==> src/rtl/vga_tile_ctrl.sv <==
// Parametrised VGA timing generator with a tile-mode frame reader.
// It fetches one byte per tile from video RAM and drives the DAC pins as either direct RGB222 or through a 16-entry palette.
module vga_tile_ctrl #(
  parameter int VGA_BITS   = 8,
  parameter int H_ACTIVE   = 640,
  parameter int H_FP       = 16,
  parameter int H_SYNC     = 96,
  parameter int H_BP       = 48,
  parameter int V_ACTIVE   = 480,
  parameter int V_FP       = 10,
  parameter int V_SYNC     = 2,
  parameter int V_BP       = 33,
  parameter int TILE_SHIFT = 4,
  parameter int HS_POL     = 0,
  parameter int VS_POL     = 0,
  parameter int MEM_LAT    = 1,
  parameter int PAL_MODE   = 0
) (
  input  logic                    clk,
  input  logic                    rst,
  input  logic [31:0]             vdata,
  output logic [31:0]             vaddr,
  input  logic                    pal_we,
  input  logic [3:0]              pal_idx,
  input  logic [3*VGA_BITS-1:0]   pal_data,
  output logic [VGA_BITS-1:0]     VGA_R,
  output logic [VGA_BITS-1:0]     VGA_G,
  output logic [VGA_BITS-1:0]     VGA_B,
  output logic                    VGA_HS_O,
  output logic                    VGA_VS_O,
  output logic                    vblank,
  output logic                    frame_start
);

  localparam int H_TOTAL = H_ACTIVE + H_FP + H_SYNC + H_BP;
  localparam int V_TOTAL = V_ACTIVE + V_FP + V_SYNC + V_BP;
  localparam int HW      = $clog2(H_TOTAL);
  localparam int VW      = $clog2(V_TOTAL);
  localparam int COLS    = H_ACTIVE >> TILE_SHIFT;
  localparam int ROWS    = V_ACTIVE >> TILE_SHIFT;
  localparam int L       = (PAL_MODE != 0) ? MEM_LAT + 2 : MEM_LAT + 1;
  localparam int CW      = 3 * VGA_BITS;
  localparam int unsigned MLAT = MEM_LAT;

  localparam logic [31:0] H_ACT32   = 32'(H_ACTIVE);
  localparam logic [31:0] V_ACT32   = 32'(V_ACTIVE);
  localparam logic [31:0] HS_START  = 32'(H_ACTIVE + H_FP);
  localparam logic [31:0] HS_END    = 32'(H_ACTIVE + H_FP + H_SYNC);
  localparam logic [31:0] VS_START  = 32'(V_ACTIVE + V_FP);
  localparam logic [31:0] VS_END    = 32'(V_ACTIVE + V_FP + V_SYNC);
  localparam logic [31:0] COLS32    = 32'(COLS);
  localparam logic [31:0] COL_MAX   = 32'(COLS - 1);
  localparam logic [31:0] ROW_MAX   = 32'(ROWS - 1);
  localparam logic [HW-1:0] H_LAST  = HW'(H_TOTAL - 1);
  localparam logic [VW-1:0] V_LAST  = VW'(V_TOTAL - 1);
  localparam logic        HS_ON     = (HS_POL != 0);
  localparam logic        VS_ON     = (VS_POL != 0);

  if (VGA_BITS < 2) begin : g_bad_vga_bits
    $error("vga_tile_ctrl: VGA_BITS must be >= 2");
  end
  if (MEM_LAT < 1 || MEM_LAT > 4) begin : g_bad_mem_lat
    $error("vga_tile_ctrl: MEM_LAT must be in 1..4");
  end

  logic [HW-1:0]   h_q, h_d;
  logic [VW-1:0]   v_q, v_d;
  logic [31:0]     h_ext, v_ext, col, row;
  logic            pix_active, hs_on, vs_on, vb_now, fs_now;

  logic [L-1:0]    act_q, act_d;
  logic [L-1:0]    hs_q, hs_d;
  logic [L-1:0]    vs_q, vs_d;
  logic [L-1:0]    vb_q, vb_d;
  logic [L-1:0]    fs_q, fs_d;
  logic [MEM_LAT-1:0][1:0] lane_q, lane_d;

  logic [7:0]      vbyte;
  logic [CW-1:0]   src_rgb;
  logic [CW-1:0]   rgb_q, rgb_d;

  always_comb begin
    h_d = h_q;
    v_d = v_q;
    if (h_q == H_LAST) begin
      h_d = '0;
      if (v_q == V_LAST) v_d = '0;
      else               v_d = v_q + VW'(1);
    end else begin
      h_d = h_q + HW'(1);
    end
  end

  // Clamping keeps vaddr inside the framebuffer during blanking, where the read is discarded.
  always_comb begin
    h_ext = 32'(h_q);
    v_ext = 32'(v_q);
    col   = h_ext >> TILE_SHIFT;
    row   = v_ext >> TILE_SHIFT;
    if (col > COL_MAX) col = COL_MAX;
    if (row > ROW_MAX) row = ROW_MAX;
    vaddr      = row * COLS32 + col;
    pix_active = (h_ext < H_ACT32) && (v_ext < V_ACT32);
    hs_on      = (h_ext >= HS_START) && (h_ext < HS_END);
    vs_on      = (v_ext >= VS_START) && (v_ext < VS_END);
    vb_now     = (v_ext >= V_ACT32);
    fs_now     = (h_q == '0) && (v_q == '0);
  end

  always_comb begin
    act_d = {act_q[L-2:0], pix_active};
    hs_d  = {hs_q[L-2:0], hs_on ? HS_ON : ~HS_ON};
    vs_d  = {vs_q[L-2:0], vs_on ? VS_ON : ~VS_ON};
    vb_d  = {vb_q[L-2:0], vb_now};
    fs_d  = {fs_q[L-2:0], fs_now};
    lane_d    = lane_q;
    lane_d[0] = vaddr[1:0];
    for (int unsigned k = 1; k < MLAT; k++) lane_d[k] = lane_q[k-1];
  end

  always_comb begin
    vbyte = '0;
    case (lane_q[MEM_LAT-1])
      2'd0:    vbyte = vdata[31:24];
      2'd1:    vbyte = vdata[23:16];
      2'd2:    vbyte = vdata[15:8];
      default: vbyte = vdata[7:0];
    endcase
  end

  if (PAL_MODE != 0) begin : g_pal
    logic [CW-1:0] pal_mem_q [16];
    logic [CW-1:0] pal_mem_d [16];
    logic [CW-1:0] pal_rd_q, pal_rd_d;

    // Lookup reads the registered array, so a same-edge write is seen one pixel later.
    always_comb begin
      pal_mem_d = pal_mem_q;
      if (pal_we) pal_mem_d[pal_idx] = pal_data;
      pal_rd_d = pal_mem_q[vbyte[3:0]];
    end

    always_ff @(posedge clk) begin
      if (rst) begin
        for (int unsigned i = 0; i < 16; i++) pal_mem_q[i] <= '0;
        pal_rd_q <= '0;
      end else begin
        pal_mem_q <= pal_mem_d;
        pal_rd_q  <= pal_rd_d;
      end
    end

    assign src_rgb = pal_rd_q;
  end else begin : g_direct
    always_comb begin
      src_rgb = '0;
      src_rgb[3*VGA_BITS-1 -: 2] = vbyte[5:4];
      src_rgb[2*VGA_BITS-1 -: 2] = vbyte[3:2];
      src_rgb[VGA_BITS-1   -: 2] = vbyte[1:0];
    end
  end

  always_comb begin
    rgb_d = act_q[L-2] ? src_rgb : '0;
  end

  always_ff @(posedge clk) begin
    if (rst) begin
      h_q    <= '0;
      v_q    <= '0;
      act_q  <= '0;
      hs_q   <= {L{~HS_ON}};
      vs_q   <= {L{~VS_ON}};
      vb_q   <= '0;
      fs_q   <= '0;
      lane_q <= '0;
      rgb_q  <= '0;
    end else begin
      h_q    <= h_d;
      v_q    <= v_d;
      act_q  <= act_d;
      hs_q   <= hs_d;
      vs_q   <= vs_d;
      vb_q   <= vb_d;
      fs_q   <= fs_d;
      lane_q <= lane_d;
      rgb_q  <= rgb_d;
    end
  end

  assign VGA_R       = rgb_q[3*VGA_BITS-1 -: VGA_BITS];
  assign VGA_G       = rgb_q[2*VGA_BITS-1 -: VGA_BITS];
  assign VGA_B       = rgb_q[VGA_BITS-1   -: VGA_BITS];
  assign VGA_HS_O    = hs_q[L-1];
  assign VGA_VS_O    = vs_q[L-1];
  assign vblank      = vb_q[L-1];
  assign frame_start = fs_q[L-1];

endmodule

==> config.mk <==
export PLATFORM = sky130hd
export DESIGN_NAME = vga_tile_ctrl
export DESIGN_NICKNAME = d
export VERILOG_FILES = /design/src/rtl/vga_tile_ctrl.sv
export SDC_FILE = /design/constraint.sdc
export NUM_CORES = 1
export LEC_CHECK = 0
export ABC_AREA = 1
export ABC_CLOCK_PERIOD_IN_PS = 3500
export BUFFER_PORTS_ARGS = -buffer_cell sky130_fd_sc_hd__buf_4
export CAP_MARGIN = 15
export CORE_MARGIN = 10
export CORE_UTILIZATION = 41
export CTS_CLUSTER_DIAMETER = 200
export DETAILED_ROUTE_END_ITERATION = 8
export PLACE_DENSITY = 0.73
export SETUP_SLACK_MARGIN = 0.3
export SYNTH_ARGS = -nofsm -noshare
export SYNTH_HDL_FRONTEND = slang
export SYNTH_SLANG_ARGS = --single-unit
==> constraint.sdc <==
create_clock -name clk -period 3.5 [get_ports clk]
set_input_delay 0.35 -clock clk [delete_from_list [all_inputs] [get_ports clk]]
set_output_delay 0.35 -clock clk [all_outputs]
set_load 0.01 [all_outputs]
==> summary.md <==
The run finished with clean final reports. The number of clock buffers added by TritonCTS is 5. The fill cell instance count of the final layout was 574. The cell area after layout is 2980 um2. On the critical path, the stage with the largest delay is an instance of sky130_fd_sc_hd__fa_2. The tools report the critical hold path startpoint as vdata[1]. 123 I/O pins were placed. Power spread over the standard cell area amounts to 298 nW/um2. Traced cell by cell, the critical path runs through inv_2, nor2_1, nand2_1, nand3_4, nor2_4, nor2_1, ha_2, fa_2, inv_1, nor3_2, nand2_1, nand2_2, nand2_1, nor2_1, buf_4. Classification of the worst setup path: reg2out. The final critical-path required period is 3.11 ns, and the setup clock skew after layout is 0.00827 ns. Clock latency on the worst-skew pair, taken at its later pin, is 0.29 ns. Data on the critical path is required at its endpoint by 3.15 ns. Async set-or-reset flop fraction in the synthesized netlist: 0.

From bottom edge to top edge, the die measures 98.0 um. The tools report the number of hold violations in the final report as 0. The run gives 2490 um2 as the area of the mapped netlist. Max-cap violations in this run came to 0.

For the area of the multi-input gates, the log shows 1450 um2. The number of design-rule violations left by the first detailed-router iteration came out at 88. TritonCTS built the clock tree. STA classifies the critical path startpoint as a flip-flop. The post-synthesis register bit count was 37; the area added between synthesis and finish was 19.7%. The sequential area share after synthesis is 0.297, and the highest cell delay on the worst timing path is 0.61 ns.

The final layout contains 491 nets. The worst flop-to-flop path startpoint was h_q[0]. The prevailing post-synth register cell was sky130_fd_sc_hd__dfxtp_1.

The final core utilization came out at 0.504. Layout cell share with drive strength beyond 1: 0.205. In this run the critical register-to-register path is captured at v_q[0]. The run gives 2 as the buffer levels on the longest clock path.

The run gives 9600 um2 as the floorplan die area. The post-route worst hold slack came out at 0.301 ns. The design draws 888 uW.

The routed layout has 2324 vias. The total overflow left after global routing is 0. Routability-driven placement finished with a final weighted congestion of 0.895.

The final critical-path share of the clock period is 0.887, and the instance count along the most critical hold path is 3. After detailed placement, the total cell area comes to 2770 um2. CTS built an H-tree with a depth of 2. The tools report the number of global-route vias before repair as 2127. The core area was 5920 um2.

The starting density of the core came out at 0.421. For the final routed database, the setup TNS stands at 0 ns. After detailed routing, the average wire length per cell comes to 12.3 um.

The number of enable flip-flop cells after synthesis is 0. Clock tree synthesis selected as its root buffer the cell sky130_fd_sc_hd__clkbuf_8. Setup repair after global routing left no endpoint under its margin. Clock-pin slew on the worst setup and hold paths: 0.08 ns. The initialized floorplan defines 28 standard-cell rows. The DRC violations left is 0, and the wire length of the first global-routing pass is 9.44 mm.

The terminating pin of the worst hold path is rgb_q[7]. The routed wire length is 6.02 mm. STA classifies the critical path endpoint as a primary output. The worst hold path belongs to the class in2reg. For the pin count of the biggest net entering global routing, the log shows 17. The count of nets left with antenna violations once routing finished came out at 0.

For this design the static power due to leakage is 0.00151 uW. The Yosys warning count is 0, and the maximum clock rate is 322 MHz. The final HPWL from detailed placement was 4.74 mm; the average size of a mapped cell was 6.94 um2. The setup slack of the worst register-to-register path is 1.75 ns, and the number of distinct standard cells referenced by the synthesized netlist is 32. Peak fanout along the critical path: 6. Detail-routed via count per cell: 4.75. Across the VDD grid, the largest voltage drop is 0.184 mV. The total global-route track usage was 0.114; the setup violation total in the final timing report was 0. The number of cells on the worst reg-to-reg path is 8. The run gives 749 um2 as the area occupied by registers. The final-report max-slew violation count is 0, and the initial antenna violation count is 0. Synthesis produced a netlist whose cell count is 359. Buffers placed on the I/O ports in this run total 47.

The logs give 2.76 ns for the worst path arrival time and 0 for the number of antenna repair diodes. The tools report the number of clock sinks as 37. Measured along the x axis, the die boundary spans 98.0 um. For this run, the detailed router's first-pass iteration total came to 5.
[cell usage after synthesis, types with 2 or more instances]
| master | n | area (um2) |
|---|---|---|
| sky130_fd_sc_hd__a21oi_1 | 15 | 75.1 |
| sky130_fd_sc_hd__buf_4 | 38 | 285 |
| sky130_fd_sc_hd__clkbuf_1 | 3 | 11.3 |
| sky130_fd_sc_hd__dfxtp_1 | 37 | 741 |
| sky130_fd_sc_hd__ha_1 | 14 | 175 |
| sky130_fd_sc_hd__inv_1 | 45 | 169 |
| sky130_fd_sc_hd__inv_2 | 5 | 18.8 |
| sky130_fd_sc_hd__nand2_1 | 75 | 282 |
| sky130_fd_sc_hd__nand3_1 | 25 | 125 |
| sky130_fd_sc_hd__nand3b_1 | 2 | 15.0 |
| sky130_fd_sc_hd__nand4_1 | 11 | 68.8 |
| sky130_fd_sc_hd__nor2_1 | 32 | 120 |
| sky130_fd_sc_hd__nor3_1 | 9 | 45.0 |
| sky130_fd_sc_hd__nor4_1 | 2 | 12.5 |
| sky130_fd_sc_hd__o211ai_1 | 6 | 45.0 |
| sky130_fd_sc_hd__o21ai_0 | 12 | 60.1 |
| sky130_fd_sc_hd__o21ai_1 | 2 | 10.0 |
| sky130_fd_sc_hd__or2_2 | 4 | 25.0 |
| sky130_fd_sc_hd__xnor2_1 | 2 | 17.5 |
| sky130_fd_sc_hd__xor2_1 | 8 | 70.1 |
[how the worst max path moves through the flow]
stage               cells past startpoint  slack [ns]   endpoint   start
global placement                       12        0.41   vaddr[9]  v_q[8]
global route                           15        0.21  vaddr[11]  v_q[8]
detailed placement                     13        0.40  vaddr[11]  v_q[8]
CTS                                    12        0.31   vaddr[9]  v_q[5]
finish                                 15        0.39  vaddr[11]  v_q[8]
floorplan                              11        0.82   vaddr[9]  v_q[8]
[report_power, final]
part	leakage [uW]	switching, uW	total, uW	internal [uW]
clock network	0.0000585	145	378	232
logic	0.00115	46.6	79.2	32.5
registers	0.000303	3.74	431	428
total	0.00151	196	888	692
[per-stage QoR]
stage	setup WS, ns	std cells
after CTS	0.308	485
after floorplan	0.821	397
final	0.394	489
after global routing	0.214	489
after global placement	0.413	477
after detailed placement	0.396	477
[registers in the layout, summed over array words and instances, names as in the netlist]
register  count
vb_q          2
vs_q          2
h_q          10
fs_q          2
act_q         1
rgb_q         6
hs_q          2
lane_q        2
v_q          10
[worst max-delay path, delay by kind of cell (launching register included)]
kind / cells / cell delay [ns]
DFF: 1 / 0.37
and+or+nand+nor: 10 / 0.98
adders and majority gates: 2 / 0.82
buffers and inverters: 3 / 0.28
[cell families after synthesis]
logic type,share of synthesized area
AND/OR/NAND/NOR,0.297
buffers and inverters,0.199
AO/OA/AOI/OAI,0.0919
flip-flops,0.297
adder cells (fa/ha/maj),0.0783
XOR/XNOR,0.0351
other,0.00150
[layer usage]
layer	vias up	wire, um	global-route usage
met5	-	0	0
met2	110	2580	0.179
met3	10	602	0.0458
met4	0	118	0.0481
met1	1008	2720	0.135
li1	1196	-	-
[layout by cell type, fill, tap and decap left out, drive strengths merged, types with 7 or more instances in the layout]
master / count
nand2: 76
inv: 50
nand4: 11
buf: 51
clkbuf: 7
nor2: 32
nor3: 10
xor2: 8
conb: 39
dfxtp: 37
a21oi: 15
o21ai: 15
ha: 14
nand3: 26
[cell type report]
cell class / count / area share
clock inverters: 1 / 0.0101
well taps: 75 / 0.0315
multi-input cells: 268 / 0.485
inverters: 50 / 0.0646
flip-flops and latches: 37 / 0.251
repair buffers: 51 / 0.128
clock buffers: 7 / 0.0289
[repair_timing]
action                                  in CTS  in global routing
buffers inserted                             0                  4
hold endpoints to repair                     0                  0
hold buffers                                 0                  0
gates resized for setup                      5                 16
endpoints found under the setup margin       4                  4
cloned                                       0                  0
pin swaps                                    0                  6
Power figures use the tool's default switching activity.
